## src/rtl/mul_div_exec_ctrl_if.sv

```systemverilog
// rtl/mul_div_exec_ctrl_if.sv - issue-queue and CDB signal bundle for the mul/div execution controller
interface mul_div_exec_ctrl_if;
  logic        issue_valid;
  logic [31:0] op1_data;
  logic [31:0] op2_data;
  logic [5:0]  rd_tag;
  logic        rd_tag_valid;
  logic [2:0]  funct3;
  logic        ex_done;
  logic        busy;
  logic        cdb_req;
  logic        cdb_grant;
  logic [5:0]  cdb_tag_out;
  logic [31:0] cdb_data_out;

  modport master (
    output issue_valid, op1_data, op2_data, rd_tag, rd_tag_valid, funct3, cdb_grant,
    input  ex_done, busy, cdb_req, cdb_tag_out, cdb_data_out
  );

  modport slave (
    input  issue_valid, op1_data, op2_data, rd_tag, rd_tag_valid, funct3, cdb_grant,
    output ex_done, busy, cdb_req, cdb_tag_out, cdb_data_out
  );
endinterface

```

## src/rtl/mul_div_exec_ctrl.sv

```systemverilog
// rtl/mul_div_exec_ctrl.sv - RV32M sequencer: fixed-latency multiply, restoring divide, CDB hold
module mul_div_exec_ctrl #(
  parameter int MUL_CYCLES = 3
) (
  input  logic                clk,
  input  logic                rst,
  mul_div_exec_ctrl_if.slave  bus
);

  typedef enum logic [1:0] {S_IDLE, S_MUL, S_DIV, S_DONE} state_t;

  state_t      r_state, w_next;
  logic [2:0]  r_funct3;
  logic [5:0]  r_tag;
  logic [31:0] r_op1, r_op2;
  logic [3:0]  r_mul_cnt;
  logic [4:0]  r_div_cnt;
  logic [31:0] r_rem, r_quo, r_dvs;
  logic        r_q_neg, r_r_neg;
  logic [31:0] r_cdb_data;
  logic [5:0]  r_cdb_tag;

  logic        w_capture;
  logic        w_in_signed;
  logic [31:0] w_abs1, w_abs2;
  logic        w_div_zero, w_div_ovf, w_special;
  logic [31:0] w_special_res;

  assign w_capture   = (r_state == S_IDLE) && bus.issue_valid && bus.rd_tag_valid && rst;
  assign w_in_signed = ~bus.funct3[0];
  assign w_abs1      = (w_in_signed && bus.op1_data[31]) ? (~bus.op1_data + 32'd1) : bus.op1_data;
  assign w_abs2      = (w_in_signed && bus.op2_data[31]) ? (~bus.op2_data + 32'd1) : bus.op2_data;

  // Divide corner cases never enter the iterative loop; their result is known at capture.
  assign w_div_zero  = (bus.op2_data == 32'd0);
  assign w_div_ovf   = w_in_signed && (bus.op1_data == 32'h8000_0000) && (bus.op2_data == 32'hFFFF_FFFF);
  assign w_special   = bus.funct3[2] && (w_div_zero || w_div_ovf);
  always_comb begin
    w_special_res = 32'd0;
    if (w_div_zero)
      w_special_res = bus.funct3[1] ? bus.op1_data : 32'hFFFF_FFFF;
    else
      w_special_res = bus.funct3[1] ? 32'd0 : 32'h8000_0000;
  end

  logic        w_a_signed, w_b_signed;
  logic [63:0] w_a64, w_b64, w_prod;
  logic [31:0] w_mul_res;

  assign w_a_signed = (r_funct3[1:0] != 2'b11) && r_op1[31];
  assign w_b_signed = ~r_funct3[1] && r_op2[31];
  assign w_a64      = {{32{w_a_signed}}, r_op1};
  assign w_b64      = {{32{w_b_signed}}, r_op2};
  assign w_prod     = w_a64 * w_b64;
  assign w_mul_res  = (r_funct3[1:0] == 2'b00) ? w_prod[31:0] : w_prod[63:32];

  logic [32:0] w_shift, w_diff;
  logic        w_qbit;
  logic [31:0] w_rem_next, w_quo_next, w_div_res;

  // One restoring step: shift the next dividend bit in, subtract if it fits.
  assign w_shift    = {r_rem, r_quo[31]};
  assign w_diff     = w_shift - {1'b0, r_dvs};
  assign w_qbit     = ~w_diff[32];
  assign w_rem_next = w_qbit ? w_diff[31:0] : w_shift[31:0];
  assign w_quo_next = {r_quo[30:0], w_qbit};
  assign w_div_res  = r_funct3[1] ? (r_r_neg ? (~w_rem_next + 32'd1) : w_rem_next)
                                  : (r_q_neg ? (~w_quo_next + 32'd1) : w_quo_next);

  always_ff @(posedge clk or negedge rst) begin
    if (!rst)
      r_state <= S_IDLE;
    else
      r_state <= w_next;
  end

  always_comb begin
    w_next = r_state;
    case (r_state)
      S_IDLE: begin
        if (w_capture) begin
          if (!bus.funct3[2])
            w_next = S_MUL;
          else if (w_special)
            w_next = S_DONE;
          else
            w_next = S_DIV;
        end
      end
      S_MUL:   if (r_mul_cnt == 4'd0) w_next = S_DONE;
      S_DIV:   if (r_div_cnt == 5'd0) w_next = S_DONE;
      S_DONE:  if (bus.cdb_grant)     w_next = S_IDLE;
      default: w_next = S_IDLE;
    endcase
  end

  always_ff @(posedge clk or negedge rst) begin
    if (!rst) begin
      r_funct3   <= 3'd0;
      r_tag      <= 6'd0;
      r_op1      <= 32'd0;
      r_op2      <= 32'd0;
      r_mul_cnt  <= 4'd0;
      r_div_cnt  <= 5'd0;
      r_rem      <= 32'd0;
      r_quo      <= 32'd0;
      r_dvs      <= 32'd0;
      r_q_neg    <= 1'b0;
      r_r_neg    <= 1'b0;
      r_cdb_data <= 32'd0;
      r_cdb_tag  <= 6'd0;
    end else begin
      case (r_state)
        S_IDLE: begin
          if (w_capture) begin
            r_funct3  <= bus.funct3;
            r_tag     <= bus.rd_tag;
            r_op1     <= bus.op1_data;
            r_op2     <= bus.op2_data;
            r_mul_cnt <= 4'(MUL_CYCLES - 1);
            r_div_cnt <= 5'd31;
            r_rem     <= 32'd0;
            r_quo     <= w_abs1;
            r_dvs     <= w_abs2;
            r_q_neg   <= w_in_signed && (bus.op1_data[31] ^ bus.op2_data[31]);
            r_r_neg   <= w_in_signed && bus.op1_data[31];
            if (w_special) begin
              r_cdb_data <= w_special_res;
              r_cdb_tag  <= bus.rd_tag;
            end
          end
        end
        S_MUL: begin
          if (r_mul_cnt == 4'd0) begin
            r_cdb_data <= w_mul_res;
            r_cdb_tag  <= r_tag;
          end else begin
            r_mul_cnt <= r_mul_cnt - 4'd1;
          end
        end
        S_DIV: begin
          r_rem <= w_rem_next;
          r_quo <= w_quo_next;
          if (r_div_cnt == 5'd0) begin
            r_cdb_data <= w_div_res;
            r_cdb_tag  <= r_tag;
          end else begin
            r_div_cnt <= r_div_cnt - 5'd1;
          end
        end
        default: ;
      endcase
    end
  end

  assign bus.ex_done      = w_capture;
  assign bus.busy         = (r_state != S_IDLE);
  assign bus.cdb_req      = (r_state == S_DONE);
  assign bus.cdb_tag_out  = r_cdb_tag;
  assign bus.cdb_data_out = r_cdb_data;

endmodule
```

## src/flat_wrapper.sv

```systemverilog
// flat-port wrapper written by rule: the top's interface ports become plain ports
module mul_div_exec_ctrl_flat 
#(
  parameter int MUL_CYCLES = 3
)
  (clk, rst, bus_issue_valid, bus_op1_data, bus_op2_data, bus_rd_tag, bus_rd_tag_valid, bus_funct3, bus_cdb_grant, bus_ex_done, bus_busy, bus_cdb_req, bus_cdb_tag_out, bus_cdb_data_out);
  mul_div_exec_ctrl_if bus_i ();
  input  logic clk;
  input  logic rst;
  input wire logic [$bits(bus_i.issue_valid)-1:0] bus_issue_valid;
  input wire logic [$bits(bus_i.op1_data)-1:0] bus_op1_data;
  input wire logic [$bits(bus_i.op2_data)-1:0] bus_op2_data;
  input wire logic [$bits(bus_i.rd_tag)-1:0] bus_rd_tag;
  input wire logic [$bits(bus_i.rd_tag_valid)-1:0] bus_rd_tag_valid;
  input wire logic [$bits(bus_i.funct3)-1:0] bus_funct3;
  input wire logic [$bits(bus_i.cdb_grant)-1:0] bus_cdb_grant;
  output wire logic [$bits(bus_i.ex_done)-1:0] bus_ex_done;
  output wire logic [$bits(bus_i.busy)-1:0] bus_busy;
  output wire logic [$bits(bus_i.cdb_req)-1:0] bus_cdb_req;
  output wire logic [$bits(bus_i.cdb_tag_out)-1:0] bus_cdb_tag_out;
  output wire logic [$bits(bus_i.cdb_data_out)-1:0] bus_cdb_data_out;
  assign bus_i.issue_valid = bus_issue_valid;
  assign bus_i.op1_data = bus_op1_data;
  assign bus_i.op2_data = bus_op2_data;
  assign bus_i.rd_tag = bus_rd_tag;
  assign bus_i.rd_tag_valid = bus_rd_tag_valid;
  assign bus_i.funct3 = bus_funct3;
  assign bus_i.cdb_grant = bus_cdb_grant;
  assign bus_ex_done = bus_i.ex_done;
  assign bus_busy = bus_i.busy;
  assign bus_cdb_req = bus_i.cdb_req;
  assign bus_cdb_tag_out = bus_i.cdb_tag_out;
  assign bus_cdb_data_out = bus_i.cdb_data_out;
  mul_div_exec_ctrl #(.MUL_CYCLES(MUL_CYCLES)) u_core (.clk(clk), .rst(rst), .bus(bus_i));
endmodule
```

## config.mk

```make
export PLATFORM = sky130hd
export DESIGN_NAME = mul_div_exec_ctrl_flat
export DESIGN_NICKNAME = d
export VERILOG_FILES = /design/src/rtl/mul_div_exec_ctrl_if.sv /design/src/rtl/mul_div_exec_ctrl.sv /design/src/flat_wrapper.sv
export SDC_FILE = /design/constraint.sdc
export NUM_CORES = 2
export LEC_CHECK = 0
export ABC_AREA = 1
export BUFFER_PORTS_ARGS = -buffer_cell sky130_fd_sc_hd__buf_4
export CELL_PAD_IN_SITES_DETAIL_PLACEMENT = 0
export CELL_PAD_IN_SITES_GLOBAL_PLACEMENT = 1
export CORE_ASPECT_RATIO = 1.75
export CORE_MARGIN = 2
export CORE_UTILIZATION = 54
export CTS_CLUSTER_DIAMETER = 50
export DETAILED_ROUTE_END_ITERATION = 12
export PLACE_DENSITY = 0.87
export SYNTH_ARGS = -nofsm -noshare
export SYNTH_HDL_FRONTEND = slang
export SYNTH_SLANG_ARGS = --single-unit
```

## constraint.sdc

```tcl
create_clock -name clk -period 20.7 [get_ports clk]
set_input_delay 3.105 -clock clk [delete_from_list [all_inputs] [get_ports clk]]
set_output_delay 3.105 -clock clk [all_outputs]
set_load 0.1 [all_outputs]
```

Word-level counts from Yosys, hierarchy flattened
Cells that the tools add are included.

word-level totals
  input port bits = 78
  output and inout bits = 41
  bits in registers = 219

operators by class
  mux-type cells = 37
  add/sub/neg operators = 7
  equal/unequal tests = 13
  bitwise operators = 8
  reductions and logical operators = 27
  multiply operators = 1

operator list
  operator                                               number
  2-to-1 mux 32 bit                                      16
  adder 32 x 1 -> 32 bit, second input constant          4
  inverter 32 bit                                        4
  one-hot mux 32 bit (2 select lines)                    2
  one-hot mux 32 bit (3 select lines)                    1
  equality test 32 bit, second input constant            2
  multiplier 33 x 33 -> 64 bit                           1
  subtractor 33 x 32 -> 33 bit                           1
  logical NOT 32 bit                                     1
  2-to-1 mux 6 bit                                       4
  one-hot mux 6 bit (3 select lines)                     1
  logical AND 1 bit                                      11
  2-to-1 mux 2 bit                                       5
  2-to-1 mux 5 bit                                       2
  inequality test 2 bit, second input constant           5
  one-hot mux 5 bit (2 select lines)                     1
  2-to-1 mux 4 bit                                       2
  one-hot mux 2 bit (4 select lines)                     1
  one-hot mux 4 bit (2 select lines)                     1
  inequality test 2 x 1 -> 1 bit, second input constant  3
  AND reduction 3 bit                                    2
  nonzero test 2 bit                                     3
  logical NOT 5 bit                                      1
  AND reduction 5 bit                                    1
  other kinds (13)                                       18

Longest topological paths before layout
  depth in word-level cells = 9
  gate-level depth with buffers = 38
  depth with buffers taken out = 36

Least setup slack after synthesis
No wires, ideal clock.

  path type = register to register
  start = reg u_core.r_op1[31]
  end = reg u_core.r_cdb_data[24], in the netlist u_core.bus.cdb_data_out[24]
  setup slack = 12596 ps
  data required time = 20580 ps
  cell stages (with the launch flop) = 36
  arrival time = 7984 ps
  path through = dfrtp_1 clkbuf_1 inv_1 a21oi_1 inv_1 clkbuf_1 nor2_1 fa_1 inv_1 fa_1 inv_1 fa_1 inv_1 fa_1 inv_1 fa_1 fa_1 fa_1 inv_1 fa_1 inv_1 ha_1 nand2_1 nor2_1 inv_1 nor3_1 nand3_1 nor4_1 nand2_1 o211ai_1 and2_1 o21ai_0 a31oi_1 nand2_1 nand2_1 nand2_1

on the way
  longest elaborated chain between the ends = 5

RTL lines
  item                                   RTL line                  RTL
  from (decl)                            mul_div_exec_ctrl.sv:15   logic [31:0] r_op1, r_op2;
  from (signal assigned)                 mul_div_exec_ctrl.sv:118  r_op1 <= bus.op1_data;
  logical AND 1 bit                      mul_div_exec_ctrl.sv:50   assign w_a_signed = (r_funct3[1:0] != 2'b11) && r_op1[31];
  multiplier 33 x 33 -> 64 bit *         mul_div_exec_ctrl.sv:54   assign w_prod = w_a64 * w_b64;
  2-to-1 mux 32 bit *                    mul_div_exec_ctrl.sv:55   assign w_mul_res = (r_funct3[1:0] == 2'b00) ? w_prod[31:0] : w_prod[63:32];
  2-to-1 mux 32 bit *                    mul_div_exec_ctrl.sv:134  if (r_mul_cnt == 4'd0) begin
  one-hot mux 32 bit (3 select lines) *  mul_div_exec_ctrl.sv:113  case (r_state)
  to (signal assigned)                   mul_div_exec_ctrl.sv:128  r_cdb_data <= w_special_res;
  to (signal assigned)                   mul_div_exec_ctrl.sv:135  r_cdb_data <= w_mul_res;
  to (signal assigned)                   mul_div_exec_ctrl.sv:145  r_cdb_data <= w_div_res;
  to (decl)                              mul_div_exec_ctrl.sv:20   logic [31:0] r_cdb_data;

Every way passes the cells marked *; elsewhere a longest branch is shown, timed or not. The select of a mux whose other input is x is not followed.
A chain may end at the register's enable or synchronous reset.

Worst setup path after layout
  start = reg u_core.r_funct3[1]
  end = reg u_core.r_cdb_data[27], in the netlist u_core.bus.cdb_data_out[27]

on the way
  longest elaborated chain between the ends = 6
  elaborated cells on any way between the ends = 11

RTL lines
  item                                                     RTL line                                          RTL
  from (decl)                                              mul_div_exec_ctrl.sv:13                           logic [2:0] r_funct3;
  from (signal assigned)                                   mul_div_exec_ctrl.sv:116                          r_funct3 <= bus.funct3;
  inequality test 2 bit or inverter 1 bit (tied branches)  mul_div_exec_ctrl.sv:50, mul_div_exec_ctrl.sv:51
  logical AND 1 bit (on tied branches)                     mul_div_exec_ctrl.sv:50, mul_div_exec_ctrl.sv:51
  multiplier 33 x 33 -> 64 bit                             mul_div_exec_ctrl.sv:54
  2-to-1 mux 32 bit                                        mul_div_exec_ctrl.sv:55
  2-to-1 mux 32 bit                                        mul_div_exec_ctrl.sv:134
  one-hot mux 32 bit (3 select lines) *                    mul_div_exec_ctrl.sv:113

Marked as above.

==> impl_metrics.toml <==
[cts]
cts_hold_buf = 0
htree_levels = 1
cts_buffer_depth = 3
cts-root-buf = "clkbuf_16"
cts_buffers = 22
cts_resized = 0
post-cts-setup-buffers = 0
clock_latency_ps = 590
path_clk_slew_ps = 70
cts_tree = "yes"
cts_sinks = 218

[detailed_routing]
wl_per_cell_um = 22.9
drtIter0Drc = 3084
vias = 47900
first_pass_iters = 5
ant_nets = 0
routed_wl_mm = 197
drc = 0
viasPerCell = 5.57

[sta]
finalSetupTns_ps = 0
rsz0062_at_grt = "no"
fin_crit_ps = 10000
holdWs_ps = 483
setup_viol = 0
fin_crit_sh_pct = 48.3
slew_viol_final = 0
finalHoldViolations = 0
skew_ps = 43.1
max_freq_ghz = 0.100
slew_headroom_pct = 20.6
tightest_slew_ps = 1190

[global_route]
grt_max_degree = 111
grt_pass1_vias = 51500
grt-ovfl-total = 0
grt_pass1_wl_mm = 302
track_usage_pct = 38.6
antenna_found_initial = 3

[setup_path]
critPathKind = "flip-flop to flip-flop"
cp-start-kind = "flip-flop"
crit_path_top_delay_cell = "fa_1"
max_stage_delay_ps = 750
crit_arrival_ps = 10470
cp.required_ps = 21170
end_kind = "flip-flop"
cp_max_fo = 41

[floorplanning]
die_y_um = 429
io_pins = 119
die_area_um2 = 106000
core.rowCount = 156
die_w_um = 247
design.core.area_um2 = 103000
start_util_pct = 54.2

[finish]
drive_gt1_share_pct = 5.26
final_cells = 8604
multi_input_comb_area_um2 = 41600
final_area_um2 = 58300
seq_area_um2 = 5470
area_delta_synth_final_pct = 4.59
fin_nets = 8704
num-fill-cells = 9945

[job]
cap_violations = 0

[synth]
synth-edff-count = 0
mappedNetlistArea_um2 = 55800
syn_inst = 7380
post_synth.cell_area_avg_um2 = 7.55
ys.flop_type = "dfrtp_1"
yosys_warnings = 0
yosysSeqAreaShare_pct = 9.78
async_flop_share_pct = 100
yosys_register_bits = 218
synth.distinct_cells = 61
synth_fp_nets = 8841

[hold_path]
hp-class = "flip-flop to flip-flop"

[placement]
dp_cells = 8562
post_dp_cell_area_um2 = 57500
io_buffer_count = 118
routabilityCongestion = 0.988
dpl.hpwl_mm = 160

[run_status]
status = "finished, final reports clean"
[layer usage]
metal | part of all wire (%) | wire, um | vias to the layer above | global-route usage [%]
li1 | - | - | 21300 | -
met1 | 33 | 64500 | 24000 | 40.5
met2 | 52 | 103000 | 1917 | 69.6
met3 | 5.6 | 11100 | 779 | 4.53
met4 | 9.3 | 18400 | 0 | 29.1
met5 | 0 | 0 | - | 0
[stage by stage]
stage	worst slack, ps	utilization (%)
2_1_floorplan	12600	-
3_3_place_gp	10920	55.9
3_5_place_dp	10820	55.9
4_1_cts	10800	56.7
5_1_grt	10110	56.7
6_report	10700	56.7
[worst paths after layout]
check                                          startpoint                                       to  slack (ps)  cells past startpoint
min reg2reg                   u_core.r_tag[0]$_DFFE_PN0P_              u_core.r_tag[0]$_DFFE_PN0P_         480                      2
min                           u_core.r_tag[0]$_DFFE_PN0P_              u_core.r_tag[0]$_DFFE_PN0P_         480                      2
min in group asynchronous                             rst    u_core.bus.cdb_tag_out[0]$_DFFE_PN0P_        2590                      1
max                        u_core.r_funct3[1]$_DFFE_PN0P_  u_core.bus.cdb_data_out[27]$_DFFE_PN0P_       10700                     32
max reg2reg                u_core.r_funct3[1]$_DFFE_PN0P_  u_core.bus.cdb_data_out[27]$_DFFE_PN0P_       10700                     32
max in group asynchronous                             rst             u_core.r_op2[24]$_DFFE_PN0P_       15850                      3
[state kept, by name (all words and copies together) (netlist names)]
register and flops:
u_core.bus.cdb_data_out 32, u_core.r_dvs 32, u_core.r_op1 32, u_core.r_quo 32, u_core.r_rem 32, u_core.r_op2 31, u_core.bus.cdb_tag_out 6, u_core.r_tag 6
u_core.r_div_cnt 5, u_core.r_mul_cnt 4, u_core.r_funct3 2, u_core.r_state 2, u_core.r_q_neg 1, u_core.r_r_neg 1
[cell usage in the layout (no fill, tap or decap), types with 5 or more instances in the layout]
master,n
clkbuf_8,5
o221ai_1,31
o21ai_0,244
clkbuf_16,22
nor2_4,5
nor2_1,327
nor3_1,37
dfrtp_1,204
nor2_2,15
nand4_1,40
fa_1,1126
nand3_1,271
nand3b_1,13
inv_1,1926
a21oi_1,199
or2_2,22
a221oi_1,5
a22oi_1,6
and3_1,6
ha_1,256
o22ai_1,32
a21boi_0,7
a31oi_1,40
nor4_1,12
xnor2_1,21
xor2_1,45
nand2_4,10
o21ai_1,8
dfrtp_2,14
nand2_2,28
inv_2,17
o21a_1,16
nor3_2,9
a21o_1,17
nand2_1,1911
o211ai_1,44
buf_4,201
o21bai_1,13
[synthesized netlist by cell type, drive strengths merged, types with 16 or more instances]
cell type	count	area [um^2]
buf	33	204
xor2	45	394
ha	257	3220
xnor2	21	184
o21ai	255	1280
nor2	347	1380
nand4	41	263
fa	1126	22500
or2	23	144
clkbuf	330	1240
nand3	278	1450
o21a	16	120
inv	1944	7300
a21oi	201	1020
o22ai	32	200
dfrtp	218	5460
a21o	17	128
nand2	1950	7480
o211ai	44	330
a31oi	40	250
nor3	47	292
o221ai	31	272
[logic make-up (layout without fill, tap and decap cells)]
logic type               count (synthesis)  in the layout  share of synthesized area [%]
AND/OR/NAND/NOR                       2723           2723                           20.2
buffers and inverters                 2311           2190                           15.7
adder cells (fa/ha/maj)               1383           1383                           46.2
AO/OA/AOI/OAI                          679            679                           7.08
flip-flops                             218            218                           9.78
XOR/XNOR                                66             66                           1.04
other                                    0              2                              0
[worst max-delay path: cells and delay by family (launching register included)]
kind | cells | cell delay, ps
flops | 1 | 320
compound gates | 6 | 1680
buf+inv | 10 | 2280
simple gates | 7 | 660
fa+ha+maj | 9 | 4890
[area by class of cell]
class | instances | share of cell area, %
inverters | 1948 | 12.5
repair buffers | 202 | 2.61
flip-flops and latches | 218 | 9.39
clock inverters | 10 | 0.221
clock buffers | 30 | 1.08
diodes | 2 | 0.00858
well taps | 1343 | 2.88
multi-input cells | 4851 | 71.3
Power is not shown: default switching activity piles up to over one toggle a cycle in this logic, so the estimate is an artifact.
